**src/rtl/div_unit.sv**
```systemverilog
// Multi-cycle radix-2 restoring divider for MIPS DIV/DIVU in the EX stage.
// Holds the pipeline via stall_req and emits the HI/LO write bus for one cycle in DONE.
module div_unit #(
  parameter int DATA_W = 32
) (
  input  logic                clk,
  input  logic                rst,
  input  logic                start,
  input  logic                signed_op,
  input  logic [DATA_W-1:0]   op_a,
  input  logic [DATA_W-1:0]   op_b,
  input  logic                annul,
  output logic                stall_req,
  output logic                result_valid,
  output logic [2*DATA_W+1:0] hilo_bus,
  output logic [1:0]          dbg_state
);

  localparam int CNT_W = $clog2(DATA_W);

  localparam logic [1:0] S_IDLE = 2'd0;
  localparam logic [1:0] S_DIV  = 2'd1;
  localparam logic [1:0] S_DONE = 2'd2;

  logic [1:0]        state_q, state_d;
  logic [CNT_W-1:0]  cnt_q, cnt_d;
  logic [DATA_W-1:0] rem_q, rem_d;
  logic [DATA_W-1:0] quo_q, quo_d;
  logic [DATA_W-1:0] dvs_q, dvs_d;
  logic              neg_quo_q, neg_quo_d;
  logic              neg_rem_q, neg_rem_d;

  logic [DATA_W-1:0] abs_a, abs_b;
  logic [DATA_W:0]   rem_sh, trial;
  logic [DATA_W-1:0] rem_nx, quo_nx;
  logic              issue;

  // Handshake: start is a level request honoured only in IDLE; the issuing
  // instruction is held by stall_req until DONE, where it advances with its result.
  assign issue = (state_q == S_IDLE) && start && !annul;

  assign abs_a = (signed_op && op_a[DATA_W-1]) ? -op_a : op_a;
  assign abs_b = (signed_op && op_b[DATA_W-1]) ? -op_b : op_b;

  // rem stays below the divisor, so the shifted value and the trial fit in DATA_W+1 bits.
  assign rem_sh = {rem_q, quo_q[DATA_W-1]};
  assign trial  = rem_sh - {1'b0, dvs_q};
  assign rem_nx = trial[DATA_W] ? rem_sh[DATA_W-1:0] : trial[DATA_W-1:0];
  assign quo_nx = {quo_q[DATA_W-2:0], ~trial[DATA_W]};

  always_comb begin
    state_d   = state_q;
    cnt_d     = cnt_q;
    rem_d     = rem_q;
    quo_d     = quo_q;
    dvs_d     = dvs_q;
    neg_quo_d = neg_quo_q;
    neg_rem_d = neg_rem_q;
    case (state_q)
      S_IDLE: begin
        if (issue) begin
          cnt_d = '0;
          if (op_b != '0) begin
            rem_d     = '0;
            quo_d     = abs_a;
            dvs_d     = abs_b;
            neg_quo_d = signed_op && (op_a[DATA_W-1] ^ op_b[DATA_W-1]);
            neg_rem_d = signed_op && op_a[DATA_W-1];
            state_d   = S_DIV;
          end else begin
            rem_d     = op_a;
            quo_d     = '1;
            neg_quo_d = 1'b0;
            neg_rem_d = 1'b0;
            state_d   = S_DONE;
          end
        end
      end
      S_DIV: begin
        if (annul) begin
          cnt_d   = '0;
          state_d = S_IDLE;
        end else begin
          rem_d = rem_nx;
          quo_d = quo_nx;
          cnt_d = cnt_q + CNT_W'(1);
          if (cnt_q == CNT_W'(DATA_W - 1)) begin
            // Final bit: fold in the sign so DONE only has to present the registers.
            quo_d   = neg_quo_q ? -quo_nx : quo_nx;
            rem_d   = neg_rem_q ? -rem_nx : rem_nx;
            cnt_d   = '0;
            state_d = S_DONE;
          end
        end
      end
      S_DONE:  state_d = S_IDLE;
      default: state_d = S_IDLE;
    endcase
  end

  always_ff @(posedge clk or negedge rst) begin
    if (!rst) begin
      state_q   <= S_IDLE;
      cnt_q     <= '0;
      rem_q     <= '0;
      quo_q     <= '0;
      dvs_q     <= '0;
      neg_quo_q <= 1'b0;
      neg_rem_q <= 1'b0;
    end else begin
      state_q   <= state_d;
      cnt_q     <= cnt_d;
      rem_q     <= rem_d;
      quo_q     <= quo_d;
      dvs_q     <= dvs_d;
      neg_quo_q <= neg_quo_d;
      neg_rem_q <= neg_rem_d;
    end
  end

  // Gated by rst so a start held during reset cannot raise a stall.
  assign stall_req    = rst && (issue || (state_q == S_DIV));
  assign result_valid = (state_q == S_DONE);
  assign hilo_bus     = (state_q == S_DONE) ? {~annul, ~annul, rem_q, quo_q} : '0;
  assign dbg_state    = state_q;

endmodule

```
**config.mk**
```make
export PLATFORM = sky130hd
export DESIGN_NAME = div_unit
export DESIGN_NICKNAME = d
export VERILOG_FILES = /design/src/rtl/div_unit.sv
export SDC_FILE = /design/constraint.sdc
export NUM_CORES = 1
export LEC_CHECK = 0
export ABC_AREA = 1
export CAP_MARGIN = 20
export CORE_MARGIN = 5
export CORE_UTILIZATION = 40
export DETAILED_ROUTE_END_ITERATION = 10
export PLACE_DENSITY_LB_ADDON = 0.05
export SETUP_SLACK_MARGIN = 0.3
export SLEW_MARGIN = 20
export SYNTH_ARGS = -nofsm -noshare
export SYNTH_HDL_FRONTEND = slang
export SYNTH_SLANG_ARGS = --single-unit
export TNS_END_PERCENT = 5
```
**constraint.sdc**
```tcl
create_clock -name clk -period 8.34 [get_ports clk]
set_input_delay 0.834 -clock clk [delete_from_list [all_inputs] [get_ports clk]]
set_output_delay 0.834 -clock clk [all_outputs]
set_load 0.02 [all_outputs]
```
==> summary.md, run 1 <==
| Metric | Value |
|---|---|
| Status | finished clean |
| Top post-synthesis cells by count | 590 x nand2_1, 275 x inv_1, 270 x nor2_1 |
| Post-synthesis net count | 2,104 |
| DPL Wire Length | roughly 34 mm |
| Routed vias | 12,800 |
| Gr ovfl total | 0 |
| Mapped Avg Cell Area | 5.87 um2 |
| Post-route DRC | 0 |
| Largest net degree at the start of global routing | 70 |
| Ys async rst share | 100% |
| Slew @ Worst Pin | 0.822 ns |
| Area of the core | 28,800 um2 |
| CP Launch Type | register |
| Tmin final | 4.67 ns |
| Area delta synth->final | 16.5% |
| Max incr delay on CP | 0.50 ns |
| Post-synth top area cell | dfrtp_1 |
| Drt wl/cell | 17.3 um |
| CP max-delay cell | dfrtp_1 |
| Power, Total | between 4 and 5 mW |
| Synth area leaders | dfrtp_1 22%, nand2_1 19%, inv_1 8.8% |
| WS Path Type | reg2reg |
| Top-count cell post-synth | nand2_1 |
| DRT iter0 DRCs | 980 |
| Initial core utilization | approximately two fifths |
| H-tree depth | 3 |
| Setup TNS | 0 ns |
| Max frequency | 214 MHz |
| # IOs | 139 |
| Area of the mapped netlist | 11,700 um2 |
| Global Route Usage Sum | 25.7% |
| Data required time of the worst path | slightly below 9 ns |
| Vias/cell | ~5.2 |
| Synth top area share | 22.4% |
| Clk slew on worst S/H paths | 0.08 ns |
| Crit share post-route | 55.9% |
| CP top delay family | simple AND/OR/NAND/NOR gates |
| Die W | between 150 and 200 um |
| Diode count | 0 |
| Ratio of cells with drive above 1 in the final layout | 5.58% |
| CP Capture Type | register |
| Worst Hold Class | in2async |
| Yosys cell types | 58 |
| Cell mode on critical path | nand2_1 |
| Post-synth EDFFs | 0 |
| Clock skew | 0.0119 ns |
| Input/output buffers | around 140 |
| Sink Count | 105 |
| Relative slew slack | 45.2% |
| Sequential cell area fraction in the yosys report | 22.4% |
| # setup viols final | 0 |
| Final nets | 2,201 |
| Max-capacitance violation count | 0 |
| Synth warnings | 0 |
| Die area | 32,800 um2 |
| CTS tree | yes |
| Critical path fanouts, max | 47 |
| Resized cells post-CTS | 0 |
| Worst EP arrival | around 5.0 ns |
| Row count | 62 |
| First-pass DRT Iterations | 5 |
| Worst path bufs/invs | 2 |
| Synth Flop Type | dfrtp_1 |
| Hold Buf Count CTS | 0 |
| Vias in the first global route | 12,100 |
| Power density over the cells | approximately 310 nW/um2 |
| Routed Antenna Nets | 0 |
| Routed WL | 42.9 mm |
| RSZ-0062 raised after global routing | no |
| Final Hold Viols | 0 |
| Worst-Skew Late Latency | 0.38 ns |
| Cells after synthesis | between 1,500 and 2,000 |
| Routability congestion estimate | just over 0.9 |
| Num CTS Buffers | 9 |
| Slew Limit Fails | 0 |
| Worst-case clock buffer depth | 2 |
| Maximum VDD drop | ~0.00017 V |
| First-pass GRT wire length | 67.5 mm |
| Die Y | 181 um |
| Yosys reg bits | 105 |
| Initial antenna violation count | 0 |
| Leakage power | 6.69 nW |
| Number of post-CTS setup repair buffers | 0 |
| Root Driver | clkbuf_16 |
area by class of cell:
class,instances,area (um2)
flip-flops and latches,105,2630
well taps,384,480
multi-input cells,1541,7680
clock buffers,10,239
repair buffers,154,1500
fillers,3179,15100
clock inverters,6,48.8
inverters,282,1060
final timing paths:
path	cells past startpoint	slack, ns	start	to
max	27	3.67	dvs_q[0]$_DFFE_PN0P_	quo_q[30]$_DFFE_PN0P_
min	1	0.38	rst	dvs_q[3]$_DFFE_PN0P_
max reg2reg	27	3.67	dvs_q[0]$_DFFE_PN0P_	quo_q[30]$_DFFE_PN0P_
min reg2reg	2	0.49	neg_rem_q$_DFFE_PN0P_	neg_rem_q$_DFFE_PN0P_
max in group asynchronous	2	6.78	rst	dvs_q[22]$_DFFE_PN0P_
min in group clk	2	0.49	neg_rem_q$_DFFE_PN0P_	neg_rem_q$_DFFE_PN0P_
metal layers:
layer  global-route usage [%]  up-vias  wire length (um)
li1                         -     6518                 -
met1                     37.1     5925             20600
met2                     41.6      365             19500
met3                     2.69       38              2010
met4                     5.37        0               684
met5                        0        -                 0
per-stage QoR:
step | instances | hold WS [ns] | instance area (um2) | util [%] | setup WS, ns
3_3_place_gp | 2466 | 0.467 | 13300 | 46.4 | 3.86
6_report | 2482 | 0.383 | 13600 | 47.4 | 3.67
4_1_cts | 2482 | 0.378 | 13600 | 47.4 | 3.77
5_1_grt | 2482 | 0.389 | 13600 | 47.4 | 3.20
2_1_floorplan | 1996 | 0.453 | 11700 | - | 4.41
3_5_place_dp | 2466 | 0.473 | 13300 | 46.4 | 3.77
layout by cell type (no fill, tap or decap), types with 6 or more instances in the layout:
| cell | synthesis | layout |
|---|---|---|
| a21oi_1 | 89 | 89 |
| a22oi_1 | 8 | 8 |
| a31oi_1 | 22 | 22 |
| buf_4 | 5 | 17 |
| clkbuf_16 | 0 | 9 |
| clkdlybuf4s50_1 | 0 | 137 |
| dfrtp_1 | 105 | 105 |
| ha_1 | 38 | 38 |
| inv_1 | 275 | 273 |
| inv_2 | 5 | 7 |
| nand2_1 | 590 | 589 |
| nand2_2 | 24 | 25 |
| nand2_4 | 7 | 7 |
| nand3_1 | 131 | 131 |
| nand3b_1 | 9 | 9 |
| nand4_1 | 24 | 24 |
| nor2_1 | 270 | 268 |
| nor2_2 | 10 | 11 |
| nor3_1 | 25 | 25 |
| nor4_1 | 6 | 6 |
| o211ai_1 | 6 | 6 |
| o21ai_0 | 126 | 126 |
| o21ai_1 | 15 | 15 |
| o21ai_2 | 6 | 6 |
| o21bai_1 | 6 | 6 |
| or2_2 | 6 | 6 |
| xnor2_1 | 18 | 18 |
| xor2_1 | 62 | 62 |
logic make-up (layout without fill, tap and decap cells):
logic type,count (synthesis),count (layout),synth area share (%)
compound gates,299,299,14.3
xor+xnor,80,80,5.98
fa+ha+maj,39,39,4.23
buf+inv,350,452,12.1
flops,105,105,22.4
simple gates,1123,1123,41.0
power by group:
| part | internal (mW) | switching (mW) |
|---|---|---|
| sequential | 0.657 | 0.139 |
| clock | 0.216 | 0.233 |
| combinational | 0.917 | 2.08 |
state kept, by name (all words and copies together), names as in the netlist:
| signal | count |
|---|---|
| cnt_q | 5 |
| dvs_q | 32 |
| neg_rem_q | 1 |
| neg_quo_q | 1 |
| rem_q | 32 |
| dbg_state | 2 |
| quo_q | 32 |
No activity file was read; power rests on OpenSTA's default activity.
==> run 2: changes to the inputs <==
==> constraint.sdc (replaced) <==
create_clock -name clk -period 4.6 [get_ports clk]
set_input_delay 0.46 -clock clk [delete_from_list [all_inputs] [get_ports clk]]
set_output_delay 0.46 -clock clk [all_outputs]
set_load 0.02 [all_outputs]
==> run 2 against run 1 <==
Flip-flop and latch count is the same. First-iteration DRC count up 3.3%. Sequential power grew 81%. Utilization up 0.26 points. Maximum frequency is 17% higher. Worst setup slack worse by 3.1 ns.
==> summary.md, run 2 (synthesis gave the netlist of run 1 again) <==
| Metric | Value |
|---|---|
| Status | finished clean |
| First-pass DRT Iterations | 8 (+3) |
| Comb power frac | 69.8% (-0.8 points) |
| DPL Wire Length | 33.9 mm (-0.42%) |
| WS Path Type | reg2reg |
| Worst-Skew Late Latency | 0.38 ns (about the same) |
| Max frequency | 251 MHz (+17%) |
| Worst EP arrival | 4.24 ns (-0.73 ns) |
| Routed vias | 12,900 (+0.41%) |
| Routed WL | 42.3 mm (-1.3%) |
| Maximum VDD drop | 0.000302 V (+74%) |
| Leakage power | 6.72 nW (+0.46%) |
| Die area | 32,800 um2 (unchanged) |
| CP Launch Type | register |
| Critical path fanouts, max | 46 (-2.1%) |
| Clk slew on worst S/H paths | 0.08 ns (about the same) |
| Most frequent cells in the layout | 589 x nand2_1, 273 x inv_1, 268 x nor2_1 |
| Setup TNS | 0 ns (unchanged) |
| Clock skew | 0.00945 ns (-0.00249 ns) |
| Die W | 181 um (unchanged) |
| Final nets | 2,204 (+0.14%) |
| Slew @ Worst Pin | 0.783 ns (-0.0386 ns) |
| Final WS setup | 0.623 ns (-3.05 ns) |
| Part of the power in the clock network | 11.6% (+1.0 points) |
| Power, Total | 7.78 mW (+84%) |
| # IOs | 139 (unchanged) |
| Area taken by multi-input logic gates | 7700 um2 (+0.26%) |
| Routability congestion estimate | 0.928 (-0.60%) |
| Tmin final | 3.98 ns (-0.688 ns) |
| Ratio of cells with drive above 1 in the final layout | 5.71% (+0.13 points) |
| Relative slew slack | 47.8% (+2.6 points) |
| Row count | 62 (unchanged) |
| Crit share post-route | 86.5% (+31 points) |
| Power density over the cells | 568 nW/um2 (+83%) |
| Vias/cell | 5.19 (+0.29%) |
| Global Route Usage Sum | 25.3% (-0.31 points) |
| Hold Buf Count CTS | 0 (unchanged) |
| Diode count | 0 (unchanged) |
| Data required time of the worst path | 4.86 ns (-3.78 ns) |
| Worst-case clock buffer depth | 2 (unchanged) |
| H-tree depth | 3 (unchanged) |
| CP Capture Type | register |
| Root Driver | clkbuf_16 |
| Worst Hold Class | in2async |
| P_int | 3.35 mW (+87%) |
| First-pass GRT wire length | 66.9 mm (-0.87%) |
| Placement Setup Slack | 0.473 ns (-3.30 ns) |
| P_sw | 4.43 mW (+81%) |
| RSZ-0062 raised after global routing | yes |
| Routed Antenna Nets | 0 (unchanged) |
| Area of the core | 28,800 um2 (unchanged) |
| Post-route DRC | 0 (unchanged) |
| Slew Limit Fails | 0 (unchanged) |
| Input/output buffers | 138 (unchanged) |
| Drt wl/cell | 17.0 um (-1.4%) |
| CTS tree | yes |
| Num CTS Buffers | 9 (unchanged) |
| Max-capacitance violation count | 0 (unchanged) |
| Final Hold Viols | 0 (unchanged) |
| Register area | 2630 um2 (unchanged) |
| Sink Count | 105 (unchanged) |
| Gr ovfl total | 0 (unchanged) |
| Sequential fraction of design power | 18.6% (-0.2 points) |
| Vias in the first global route | 12,300 (+1.7%) |
| Biggest regs | dvs_q: 32 flops, quo_q: 32 flops, rem_q: 32 flops |
| Area delta synth->final | 17.1% |
| Initial core utilization | 40.7% (unchanged) |
| DRT iter0 DRCs | 1,012 (+3.3%) |
| Die Y | 181 um (unchanged) |
| Fill cells | 3,129 (-1.6%) |
| Initial antenna violation count | 0 (unchanged) |
| Net Sw Frac | 56.9% (-0.83 points) |
| # setup viols final | 0 (unchanged) |
| Largest net degree at the start of global routing | 71 (+1.4%) |
| Most common cell after layout, fill and taps aside | nand2_1 |
==> run 2: power groups by stage <==
stage                     Sequential [mW]  Combinational, mW  Clock [mW]
after global routing                 1.48               6.13       0.951
final                                1.44               5.43       0.902
after global placement               1.45               5.37           0
after CTS                            1.44               5.41       0.919
after detailed placement             1.46               5.38           0
after floorplan                      1.37               4.15           0
==> run 2: per-stage QoR <==
step	hold WS, ns	std cells	area, um2	util, %
floorplan	0.164	1996	11700	-
global placement	0.448	2468	13400	46.4
detailed placement	0.449	2468	13400	46.4
CTS	0.0439	2484	13700	47.5
global route	0.0551	2485	13700	47.6
finish	0.0337	2485	13700	47.6
==> run 2: area by class of cell <==
class                      instances  share of cell area, %
clock buffer                      10                   1.67
inverter                         282                   7.72
timing repair buffer             157                   11.1
tap                              384                   3.50
sequential                       105                   19.2
multi-input combinational       1541                   56.2
clock inverter                     6                  0.657
==> run 2: final timing paths <==
kind	start	end	slack (ns)	cells past startpoint
worst min register to register	neg_rem_q$_DFFE_PN0P_	neg_rem_q$_DFFE_PN0P_	0.49	2
worst max-delay path	quo_q[31]$_DFFE_PN0P_	rem_q[21]$_DFFE_PN0P_	0.62	23
worst max register to register	quo_q[31]$_DFFE_PN0P_	rem_q[21]$_DFFE_PN0P_	0.62	23
max in group asynchronous	rst	dvs_q[11]$_DFFE_PN0P_	3.44	2
min in group clk	neg_rem_q$_DFFE_PN0P_	neg_rem_q$_DFFE_PN0P_	0.49	2
worst min-delay path	rst	dvs_q[1]$_DFFE_PN0P_	0.03	1
==> run 2: what timing repair did <==
item,4_1_cts,5_1_grt
endpoints found under the hold margin,0,0
gates resized for setup,0,4
buffers inserted,0,1
setup endpoints to repair,0,14
==> run 2: routing by layer <==
metal / wire, um / share of wire [%] / global-route usage, %
met5: 0 / 0 / 0
met3: 1800 / 4.3 / 2.63
met4: 1070 / 2.5 / 6.57
met2: 19100 / 45 / 41.3
met1: 20300 / 48 / 35.9
==> run 2: critical path: stages, from the launching register on <==
cell	delay (ns)
dfrtp_1	0.43
inv_1	0.10
ha_1	0.14
inv_1	0.06
fa_1	0.39
nand2_1	0.07
nand2_1	0.08
nand3_1	0.11
nand2_2	0.08
nand2_1	0.08
nand2_2	0.10
nand2_4	0.11
nand3_4	0.13
nand2_4	0.12
buf_4	0.48
o21ai_0	0.27
nor2_1	0.21
nand2_1	0.11
o21ai_2	0.36
nand2_1	0.09
nand2_1	0.07
nand3_1	0.06
nand3_1	0.14
nand2_1	0.06
==> run 3: changes to the inputs <==
--- a/config.mk
+++ b/config.mk
@@ -9,6 +9,7 @@
 export CAP_MARGIN = 20
 export CORE_MARGIN = 5
 export CORE_UTILIZATION = 40
+export CTS_CLUSTER_DIAMETER = 120
 export DETAILED_ROUTE_END_ITERATION = 10
 export PLACE_DENSITY_LB_ADDON = 0.05
 export SETUP_SLACK_MARGIN = 0.3
==> results of run 3 <==
The final DEF is identical to that of run 2; final timing and power are the same.
